--- config.mk ---
export PLATFORM = sky130hd
export DESIGN_NAME = note_length_counter
export DESIGN_NICKNAME = d
export VERILOG_FILES = /design/src/rtl/note_length_counter_pkg.sv /design/src/rtl/length_counter_ch.sv /design/src/rtl/note_length_counter.sv
export SDC_FILE = /design/constraint.sdc
export NUM_CORES = 1
export LEC_CHECK = 0
export CAP_MARGIN = 40
export CORE_MARGIN = 2
export CORE_UTILIZATION = 50
export CTS_CLUSTER_SIZE = 28
export DETAILED_ROUTE_END_ITERATION = 12
export PLACE_DENSITY = 0.83
export SLEW_MARGIN = 20
export SYNTH_ARGS = -nofsm -noshare
export SYNTH_HDL_FRONTEND = slang
export SYNTH_SLANG_ARGS = --single-unit
export TNS_END_PERCENT = 5
--- constraint.sdc ---
create_clock -name i_clk -period 2.1 [get_ports i_clk]
set_clock_uncertainty 0.15 [all_clocks]
set_input_delay 0.315 -clock i_clk [delete_from_list [all_inputs] [get_ports i_clk]]
set_output_delay 0.315 -clock i_clk [all_outputs]
set_load 0.05 [all_outputs]
--- src/rtl/note_length_counter_pkg.sv ---
// Shared definitions for the note-duration timer: channel state encoding and
// the lane-offset helper used to pack/unpack the flattened per-channel buses.
package note_length_counter_pkg;

  typedef enum logic {
    ST_STOPPED = 1'b0,
    ST_RUNNING = 1'b1
  } ch_state_e;

  // Bit offset of channel `ch` inside a bus of `width`-bit lanes.
  function automatic int ch_lsb(input int ch, input int width);
    return ch * width;
  endfunction

endpackage

--- src/rtl/length_counter_ch.sv ---
// Single note-length channel: loads a duration, counts it down on the shared
// tick, and raises a registered one-cycle done pulse at expiry.
//
//   state      | meaning
//   -----------+-------------------------------------------------------------
//   ST_STOPPED | idle; ticks, halt and loop ignored; waits for a load
//   ST_RUNNING | counting down on non-halted ticks; expires on tick at count 0
module length_counter_ch
  import note_length_counter_pkg::*;
#(
  parameter int WIDTH = 8
) (
  input  logic             i_clk,
  input  logic             i_rst,
  input  logic             i_tick,
  input  logic             i_load,
  input  logic [WIDTH-1:0] i_duration,
  input  logic             i_loop,
  input  logic             i_halt,
  input  logic             i_stop,
  output logic             o_active,
  output logic             o_done,
  output logic [WIDTH-1:0] o_remaining
);

  ch_state_e        state_q, state_d;
  logic [WIDTH-1:0] count_q, count_d;
  logic [WIDTH-1:0] reload_q, reload_d;
  logic             done_q, done_d;

  // State, count, reload value and done pulse registers.
  always_ff @(posedge i_clk) begin
    if (i_rst) begin
      state_q  <= ST_STOPPED;
      count_q  <= '0;
      reload_q <= '0;
      done_q   <= 1'b0;
    end else begin
      state_q  <= state_d;
      count_q  <= count_d;
      reload_q <= reload_d;
      done_q   <= done_d;
    end
  end

  // Next state: stop beats load, load beats tick. Expiry happens on the tick
  // that finds the count already at zero, so a duration D takes D+1 ticks and
  // the count never wraps.
  always_comb begin
    state_d  = state_q;
    count_d  = count_q;
    reload_d = reload_q;
    done_d   = 1'b0;
    if (i_stop) begin
      state_d = ST_STOPPED;
      count_d = '0;
    end else if (i_load) begin
      state_d  = ST_RUNNING;
      count_d  = i_duration;
      reload_d = i_duration;
    end else if (i_tick && !i_halt && (state_q == ST_RUNNING)) begin
      if (count_q != '0) begin
        count_d = count_q - 1'b1;
      end else begin
        done_d = 1'b1;
        if (i_loop) begin
          count_d = reload_q;
        end else begin
          state_d = ST_STOPPED;
        end
      end
    end
  end

  assign o_active    = (state_q == ST_RUNNING);
  assign o_done      = done_q;
  assign o_remaining = count_q;

endmodule

--- src/rtl/note_length_counter.sv ---
// Multi-channel note-duration timer. Each channel is an independent
// length_counter_ch; only the tick strobe is shared. Duration and remaining
// count buses are packed with channel c at bits [c*WIDTH +: WIDTH].
module note_length_counter
  import note_length_counter_pkg::*;
#(
  parameter int NUM_CH = 4,
  parameter int WIDTH  = 8
) (
  input  logic                    i_clk,
  input  logic                    i_rst,
  input  logic                    i_tick,
  input  logic [NUM_CH-1:0]       i_load,
  input  logic [NUM_CH*WIDTH-1:0] i_duration,
  input  logic [NUM_CH-1:0]       i_loop,
  input  logic [NUM_CH-1:0]       i_halt,
  input  logic [NUM_CH-1:0]       i_stop,
  output logic [NUM_CH-1:0]       o_active,
  output logic [NUM_CH-1:0]       o_done,
  output logic [NUM_CH*WIDTH-1:0] o_remaining
);

  for (genvar c = 0; c < NUM_CH; c++) begin : g_ch
    length_counter_ch #(
      .WIDTH(WIDTH)
    ) u_ch (
      .i_clk      (i_clk),
      .i_rst      (i_rst),
      .i_tick     (i_tick),
      .i_load     (i_load[c]),
      .i_duration (i_duration[ch_lsb(c, WIDTH) +: WIDTH]),
      .i_loop     (i_loop[c]),
      .i_halt     (i_halt[c]),
      .i_stop     (i_stop[c]),
      .o_active   (o_active[c]),
      .o_done     (o_done[c]),
      .o_remaining(o_remaining[ch_lsb(c, WIDTH) +: WIDTH])
    );
  end

endmodule

* After elaboration in Yosys (flattened, before gate mapping)
Cells that the tools add are included.
** Word-level totals
- Register bits after elaboration :: 72
- Input port bits :: 51
- Output and inout bits :: 40
- Logic and storage cells :: 116
** Operators by class
- $add $sub $neg :: 4
- Eq/ne operators :: 8
- Muxes and demuxes :: 36
- Bitwise gates (word level) :: 8
- Reduce and logical (&&, ||, !) cells :: 44
** Operators by type and width (number)
- $mux 8 :: 16
- $reduce_bool 8->1 :: 4
- $sub 8x1->8 const B :: 4
- $mux 1 :: 20
- $ne 2x2->1 const B :: 8
- $reduce_and 2->1 :: 8
- $reduce_or 4->1 :: 4
- $reduce_and 3->1 :: 4
- $reduce_bool 3->1 :: 4
- $logic_and 1x1->1 :: 8
- $not 1->1 :: 8
- $reduce_bool 2->1 :: 4
- $reduce_or 2->1 :: 4
- $logic_not 1->1 :: 4

* Longest topological paths before layout
Gate-level depths: netlist of run 1.
- Depth in word-level cells :: 5
- Mapped depth :: 8
- Gate-level depth less buffers :: 7

* Hierarchy
Synthesis of run 1 repeated with hierarchy kept, for this count alone.
** Second synthesis, totals
- Cells, all modules :: 472
- Area total of the unflattened synthesis :: 3998.8 µm²
** Modules (own cells, without submodules)
- length_counter_ch :: times used 4, cells each 118, area each 999.7 µm², seq. area each 360.3 µm²

* Worst setup path after synthesis of run 1
OpenSTA, ideal clock, no wires.
- Path type :: reg2reg
- From :: register g_ch[1].u_ch.count_q[0]
- To :: register g_ch[1].u_ch.count_q[2]
- Library setup time :: 0.069 ns
- Arrival time :: 2.005 ns
- Data required time :: 1.881 ns
- Path slack :: -0.124 ns
- Cell stages (with the launch flop) :: 9
- Buffers on the path :: 1
- Clock period less this slack :: 2.224 ns
- Cells stage by stage :: dfxtp_1 > inv_1 > ha_1 > nor4b_2 > nand2_1 > clkbuf_1 > a21oi_1 > a311o_1 > o21ai_1
** Between the ends
- Longest elaborated chain between the ends :: 4
- Elaborated cells on any way between the ends :: 7
- Those cells by class :: add/sub (1); mux (3); reduce/logical (3)
** Ends and longest elaborated chain
- from (decl) :: line length_counter_ch.sv:27 : logic [WIDTH-1:0] count_q, count_d;
- from (signal assigned) :: line length_counter_ch.sv:40 : count_q <= count_d;
- $sub 8x1->8 or $reduce_bool 8->1 (tied branches) :: line length_counter_ch.sv:63, length_counter_ch.sv:62
- $mux 8 :: line length_counter_ch.sv:62 : if (count_q != '0) begin
- $mux 8 :: line length_counter_ch.sv:61 : end else if (i_tick && !i_halt && (state_q == ST_RUNNING)) begin
- $mux 8 :: line length_counter_ch.sv:57 : end else if (i_load) begin
Several ways; a longest one is shown, not always the timed one. The select of a mux whose other input is x is not followed.
A chain may end at the register's enable or synchronous reset.

* Final worst setup path of run 1
- From :: register g_ch[3].u_ch.count_q[0]
- To :: output port o_remaining[24]
** RTL lines
- from (decl) :: line length_counter_ch.sv:27
- from (signal assigned) :: line length_counter_ch.sv:40
- to (decl) :: line note_length_counter.sv:20 : output logic [NUM_CH*WIDTH-1:0] o_remaining
No word-level cell between the ends.

==> flow_summary.toml, run 1 <==
[status]
outcome = "completed"

[final_layout]
num-fill-cells = 609
syn2layout_area_growth_pct = 40.7
nets = 660
antenna_cells = 0
final_area_um2 = 5560
drive_gt1_share_pct = 18.5

[placed_design]
dp_slack_ns = -0.0876
place_area_um2 = 5250
place_hpwl_um = 9300
io_buffers = 90
gp_congestion = 0.981

[clocking]
holdBufCountCts = 0
root_buffer = "clkbuf_8"
cts_max_level = 3
cts_sinks = 72
tritoncts = "yes"
clk_latency_ns = 0.33
numCtsBuffers = 9
cts_buffer_depth = 2
path_clk_slew_ns = 0.08

[global_route]
grt_pass1_vias = 4124
grt_pass1_wl_um = 19800
grt_max_degree = 14
grt_use_total_pct = 28.4
grt-ovfl-total = 0
antenna_found_initial = 0

[timing]
maxSlewHeadroom_pct = 63.6
finalSetupTns_ns = 0
worstMarginPinSlew_ns = 0.546
hold_viol_final = 0
hold-worst-slack_ns = 0.350
setup_ws_ns = 0.0443
period_share_pct = 97.9
period_needed_ns = 2.06
setup_viol = 0
max_freq_mhz = 486
slew_viol_final = 0
rsz0062_at_grt = "true"

[synthesis]
synth_cell_types = 66
yosysSeqAreaShare_pct = 36.5
synthesis.nets = 531
syn_area_um2 = 3950
synth_cells = 472
synth_area_per_cell_um2 = 8.37
synth-async-reset-ratio_pct = 0
ys.warnings.count = 0
yosys.area.top_type = "dfxtp_1"
synthFlopType = "dfxtp_1"
synth_edf_count = 0
ys_top_cells_by_area = "dfxtp_1 37%, mux2i_1 9.4%, nor2_1 6.2%"
ys_ff_latch = 72
synth_top_area_share_pct = 36.5

[power_and_ir_drop]
leakage_nw = 2.36
powerDensity_nw_per_um2 = 654
p_total_mw = 3.64
peakVddDrop_v = 0.000418

[hold_path]
hold_path_class = "flip-flop to flip-flop"

[critical_path]
cp.required_ns = 1.63
worstSetupStartpointType = "flip-flop"
path_class = "flip-flop to output port"
critPathMaxFanout = 5
end_kind = "output port"
critical_path_arrival_ns = 1.59

[drt]
drtAntennaViolNets = 0
vias_per_cell = 5.87
first_pass_iters = 5
drtIter0Drc = 267
avgRoutedWirePerCell_um = 17.0
dr_total_vias = 4153
drc_errors = 0
wl_um = 12100

[floorplanning]
die_h_um = 92.9
die_w_um = 92.9
core_um2 = 7690
io_pins = 91
dieArea_um2 = 8620
start_util_pct = 51.4
rows = 32

[job]
maxCapViolCount = 0
==> registers in the layout, summed over array words and instances (netlist names) <==
| name | count |
|---|---|
| g_ch.u_ch.o_active | 4 |
| g_ch.u_ch.o_done | 4 |
| g_ch.u_ch.o_remaining | 32 |
| g_ch.u_ch.reload_q | 32 |
==> cell usage in the layout (no fill, tap or decap), types with 13 or more instances in the layout <==
master,n
nor3_1,13
a31oi_1,13
a21oi_1,29
nand2_1,25
nor2_1,65
inv_1,17
mux2i_1,37
buf_4,71
clkdlybuf4s50_1,67
dfxtp_1,67
==> layer usage <==
metal | vias to the layer above | part of all wire (%) | global-route usage, %
met3 | 26 | 6.2 | 4.56
met5 | - | 0 | 0
li1 | 1977 | - | -
met4 | 0 | 2.0 | 10.5
met1 | 1979 | 43 | 35.2
met2 | 171 | 49 | 49.5
==> cells in the mapped netlist (all sizes together) (3+ instances only) <==
library cell	n
a22oi	5
o21a	4
o31ai	4
nor3	15
xnor2	9
or2	6
nor2	66
o32ai	3
buf	9
mux2i	37
nor3b	5
a221oi	3
o211ai	3
or3	6
nand2	26
a31oi	13
and3	3
o21ai	14
inv	18
o22ai	9
a21oi	29
nand3	12
o31a	3
o41ai	3
nor2b	8
clkbuf	23
ha	8
nor4	4
nand3b	6
a2111oi	4
dfxtp	72
nand2b	7
==> final timing paths <==
| path | slack [ns] | cells after the start | endpoint | start |
|---|---|---|---|---|
| worst max-delay path | 0.04 | 2 | o_remaining[24] | g_ch[3].u_ch.o_remaining[0]$_SDFFE_PP0P_ |
| worst min-delay path | 0.35 | 2 | g_ch[2].u_ch.reload_q[4]$_SDFFE_PP0P_ | g_ch[2].u_ch.reload_q[4]$_SDFFE_PP0P_ |
| worst max register to register | 0.12 | 5 | g_ch[2].u_ch.o_remaining[5]$_SDFFE_PP0P_ | g_ch[2].u_ch.o_remaining[3]$_SDFFE_PP0P_ |
| worst min register to register | 0.35 | 2 | g_ch[2].u_ch.reload_q[4]$_SDFFE_PP0P_ | g_ch[2].u_ch.reload_q[4]$_SDFFE_PP0P_ |
==> metrics by stage <==
step,cells,util [%]
after floorplan,472,-
after global placement,692,68.3
after detailed placement,692,68.3
after CTS,708,71.5
after global routing,708,72.3
final,708,72.3
==> cell type report <==
class	count	area (µm²)	share of cell area, %
Tap cell	102	128	2.30
Clock inverter	4	75.1	1.35
Sequential cell	72	1450	26.0
Timing Repair Buffer	150	1340	24.2
Inverter	18	67.6	1.22
Clock buffer	12	165	2.97
Multi-Input combinational cell	350	2330	42.0
==> where the power goes <==
part / internal [mW] / switching, mW / total [mW]
Clock: 0.767 / 0.514 / 1.28
Sequential: 1.42 / 0.0519 / 1.47
Combinational: 0.405 / 0.477 / 0.882
==> repair_timing <==
item / in CTS / in global routing
gates resized for setup: 4 / 18
buffers inserted: 0 / 0
endpoints found under the setup margin: 6 / 25
pin swaps: 0 / 0
==> critical path, cell delays in order, from the launching register on <==
cell and delay (ns):
dfxtp_2 0.33, buf_4 0.13, clkdlybuf4s50_1 0.80
==> cell families (layout without fill, tap and decap cells) <==
logic type | Yosys count | in the layout | synth area share (%)
xor gates and xnor gates | 11 | 11 | 2.44
and+or+nand+nor | 179 | 179 | 23.8
AOI/OAI and AO/OA | 115 | 115 | 19.8
muxes | 37 | 37 | 9.38
DFF | 72 | 72 | 36.5
buffers and inverters | 50 | 184 | 5.54
adders and majority gates | 8 | 8 | 2.53
No activity file was read; power rests on OpenSTA's default activity.
==> run 2, diff against run 1 <==
--- a/config.mk
+++ b/config.mk
@@ -5,7 +5,7 @@
 export SDC_FILE = /design/constraint.sdc
 export NUM_CORES = 1
 export LEC_CHECK = 0
-export CAP_MARGIN = 40
+export CAP_MARGIN = 5
 export CORE_MARGIN = 2
 export CORE_UTILIZATION = 50
 export CTS_CLUSTER_SIZE = 28
==> results of run 2 <==
Same layout as run 1: the final DEF is identical, and so are final timing and power.
==> run 3, diff against run 2 <==
--- a/config.mk
+++ b/config.mk
@@ -15,4 +15,3 @@
 export SYNTH_ARGS = -nofsm -noshare
 export SYNTH_HDL_FRONTEND = slang
 export SYNTH_SLANG_ARGS = --single-unit
-export TNS_END_PERCENT = 5
==> run 3 against run 2 <==
Net effect: fmax about the same; routed wire length down 2.5%; die area unchanged; global-route usage down 1.5 points; clock power fell by 3%; sequential cell count did not move; hold slack worse by 0.0048 ns; total power is 1.5% lower; sequential share of layout area up 0.27 points; first-iteration DRC count up 34%; cell area decreased by 0.68%.
==> flow_summary.toml, run 3 (synthesis results as in run 1) <==
[final_layout]
final_area_um2 = 5520
syn2layout_area_growth_pct = 39.8
nets = 655
drive_gt1_share_pct = 17.1
antenna_cells = 0
final_common_cell = "clkdlybuf4s50_1"
layout_common_cells = "68 x clkdlybuf4s50_1, 65 x nor2_1, 63 x dfxtp_1, 62 x buf_4, 37 x mux2i_1"

[power_and_ir_drop]
leakage_nw = 2.36
peakVddDrop_v = 0.000332
powerDensity_nw_per_um2 = 649

[timing]
period_share_pct = 97.9
slew_viol_final = 0
maxSlewHeadroom_pct = 65.6
worstMarginPinSlew_ns = 0.516
max_freq_mhz = 486
hold_viol_final = 0
period_needed_ns = 2.06
setup_ws_ns = 0.0438
finalSetupTns_ns = 0
setup_viol = 0
rsz0062_at_grt = "true"

[job]
maxCapViolCount = 0

[critical_path]
end_kind = "output port"
critPathMaxFanout = 5
path_class = "flip-flop to output port"
cp.required_ns = 1.63
worstSetupStartpointType = "flip-flop"
critical_path_arrival_ns = 1.59

[global_route]
grt_pass1_wl_um = 18700
grt_max_degree = 17
grt-ovfl-total = 0
grt_use_total_pct = 26.9
grtUsageMet3_pct = 4.88
grt_pass1_vias = 3954
busiest_layer = "met2"
use_met2_pct = 45.6
antenna_found_initial = 0
grt_util_met1_pct = 33.9

[drt]
drc_errors = 0
wl_um = 11800
vias_per_cell = 5.91
drtAntennaViolNets = 0
dr_total_vias = 4152
avgRoutedWirePerCell_um = 16.7
first_pass_iters = 5
drtIter0Drc = 358

[floorplanning]
core_um2 = 7690
die_h_um = 92.9
dieArea_um2 = 8620
start_util_pct = 51.4
die_w_um = 92.9
io_pins = 91
rows = 32

[placed_design]
place_area_um2 = 5230
gp_congestion = 0.978
io_buffers = 90
dp_slack_ns = -0.0958
place_hpwl_um = 8820

[clocking]
cts_sinks = 72
clk_latency_ns = 0.33
root_buffer = "clkbuf_8"
cts_buffer_depth = 2
cts_max_level = 3
tritoncts = "yes"
holdBufCountCts = 0
numCtsBuffers = 9
post_cts_buffers = 0
path_clk_slew_ns = 0.07

[status]
outcome = "completed"

[hold_path]
hold_path_class = "flip-flop to flip-flop"
run 3: cell count changes in the layout (fill, tap and decap cells not counted), moves of 2 or more:
cell / delta
buf_4: -9
dfxtp_1: -4
dlymetal6s2s_1: +2
dfxtp_2: +4
run 3: critical path: stages (launching register included):
cell,delay (ns)
dfxtp_2,0.33
buf_4,0.13
clkdlybuf4s50_1,0.80
run 3: per-stage QoR:
step                      hold slack [ns]  std cells  utilization, %  total power [mW]
after floorplan                     0.296        472               -              2.00
after global routing                0.382        703            71.8              3.73
after global placement              0.316        687            68.1              2.33
after detailed placement            0.332        687            68.1              2.35
after CTS                           0.355        703            71.0              3.59
final                               0.345        703            71.8              3.58
run 3: power breakdown:
part,leakage [nW],internal (mW),total [mW],switching [mW]
Clock,0.113,0.737,1.24,0.507
Sequential,0.592,1.42,1.48,0.0542
Combinational,1.65,0.393,0.861,0.469
run 3: final timing paths:
check | startpoint | to | slack (ns) | cells past startpoint
min | g_ch[0].u_ch.reload_q[4]$_SDFFE_PP0P_ | g_ch[0].u_ch.reload_q[4]$_SDFFE_PP0P_ | 0.35 | 2
min reg2reg | g_ch[0].u_ch.reload_q[4]$_SDFFE_PP0P_ | g_ch[0].u_ch.reload_q[4]$_SDFFE_PP0P_ | 0.35 | 2
max | g_ch[3].u_ch.o_remaining[0]$_SDFFE_PP0P_ | o_remaining[24] | 0.04 | 2
max reg2reg | g_ch[3].u_ch.o_remaining[1]$_SDFFE_PP0P_ | g_ch[3].u_ch.o_remaining[0]$_SDFFE_PP0P_ | 0.08 | 8
run 3: repair_timing:
item | CTS | global route
setup endpoints to repair | 5 | 24
pin swaps | 0 | 0
cloned | 0 | 0
resized for setup | 5 | 17
run 3: per-layer routing:
| metal | vias up | share of wire [%] |
|---|---|---|
| met1 | 1961 | 42 |
| met4 | 0 | 1.8 |
| met5 | - | 0 |
| li1 | 1967 | - |
| met2 | 202 | 50 |
| met3 | 22 | 6.6 |
run 3: area by class of cell:
type                       instances  area (µm²)
clock inverter                     4        76.3
tap                              102         128
clock buffer                      12         155
timing repair buffer             145        1320
multi-input combinational        350        2320
sequential                        72        1450
inverter                          18        67.6
fill                             623        2170
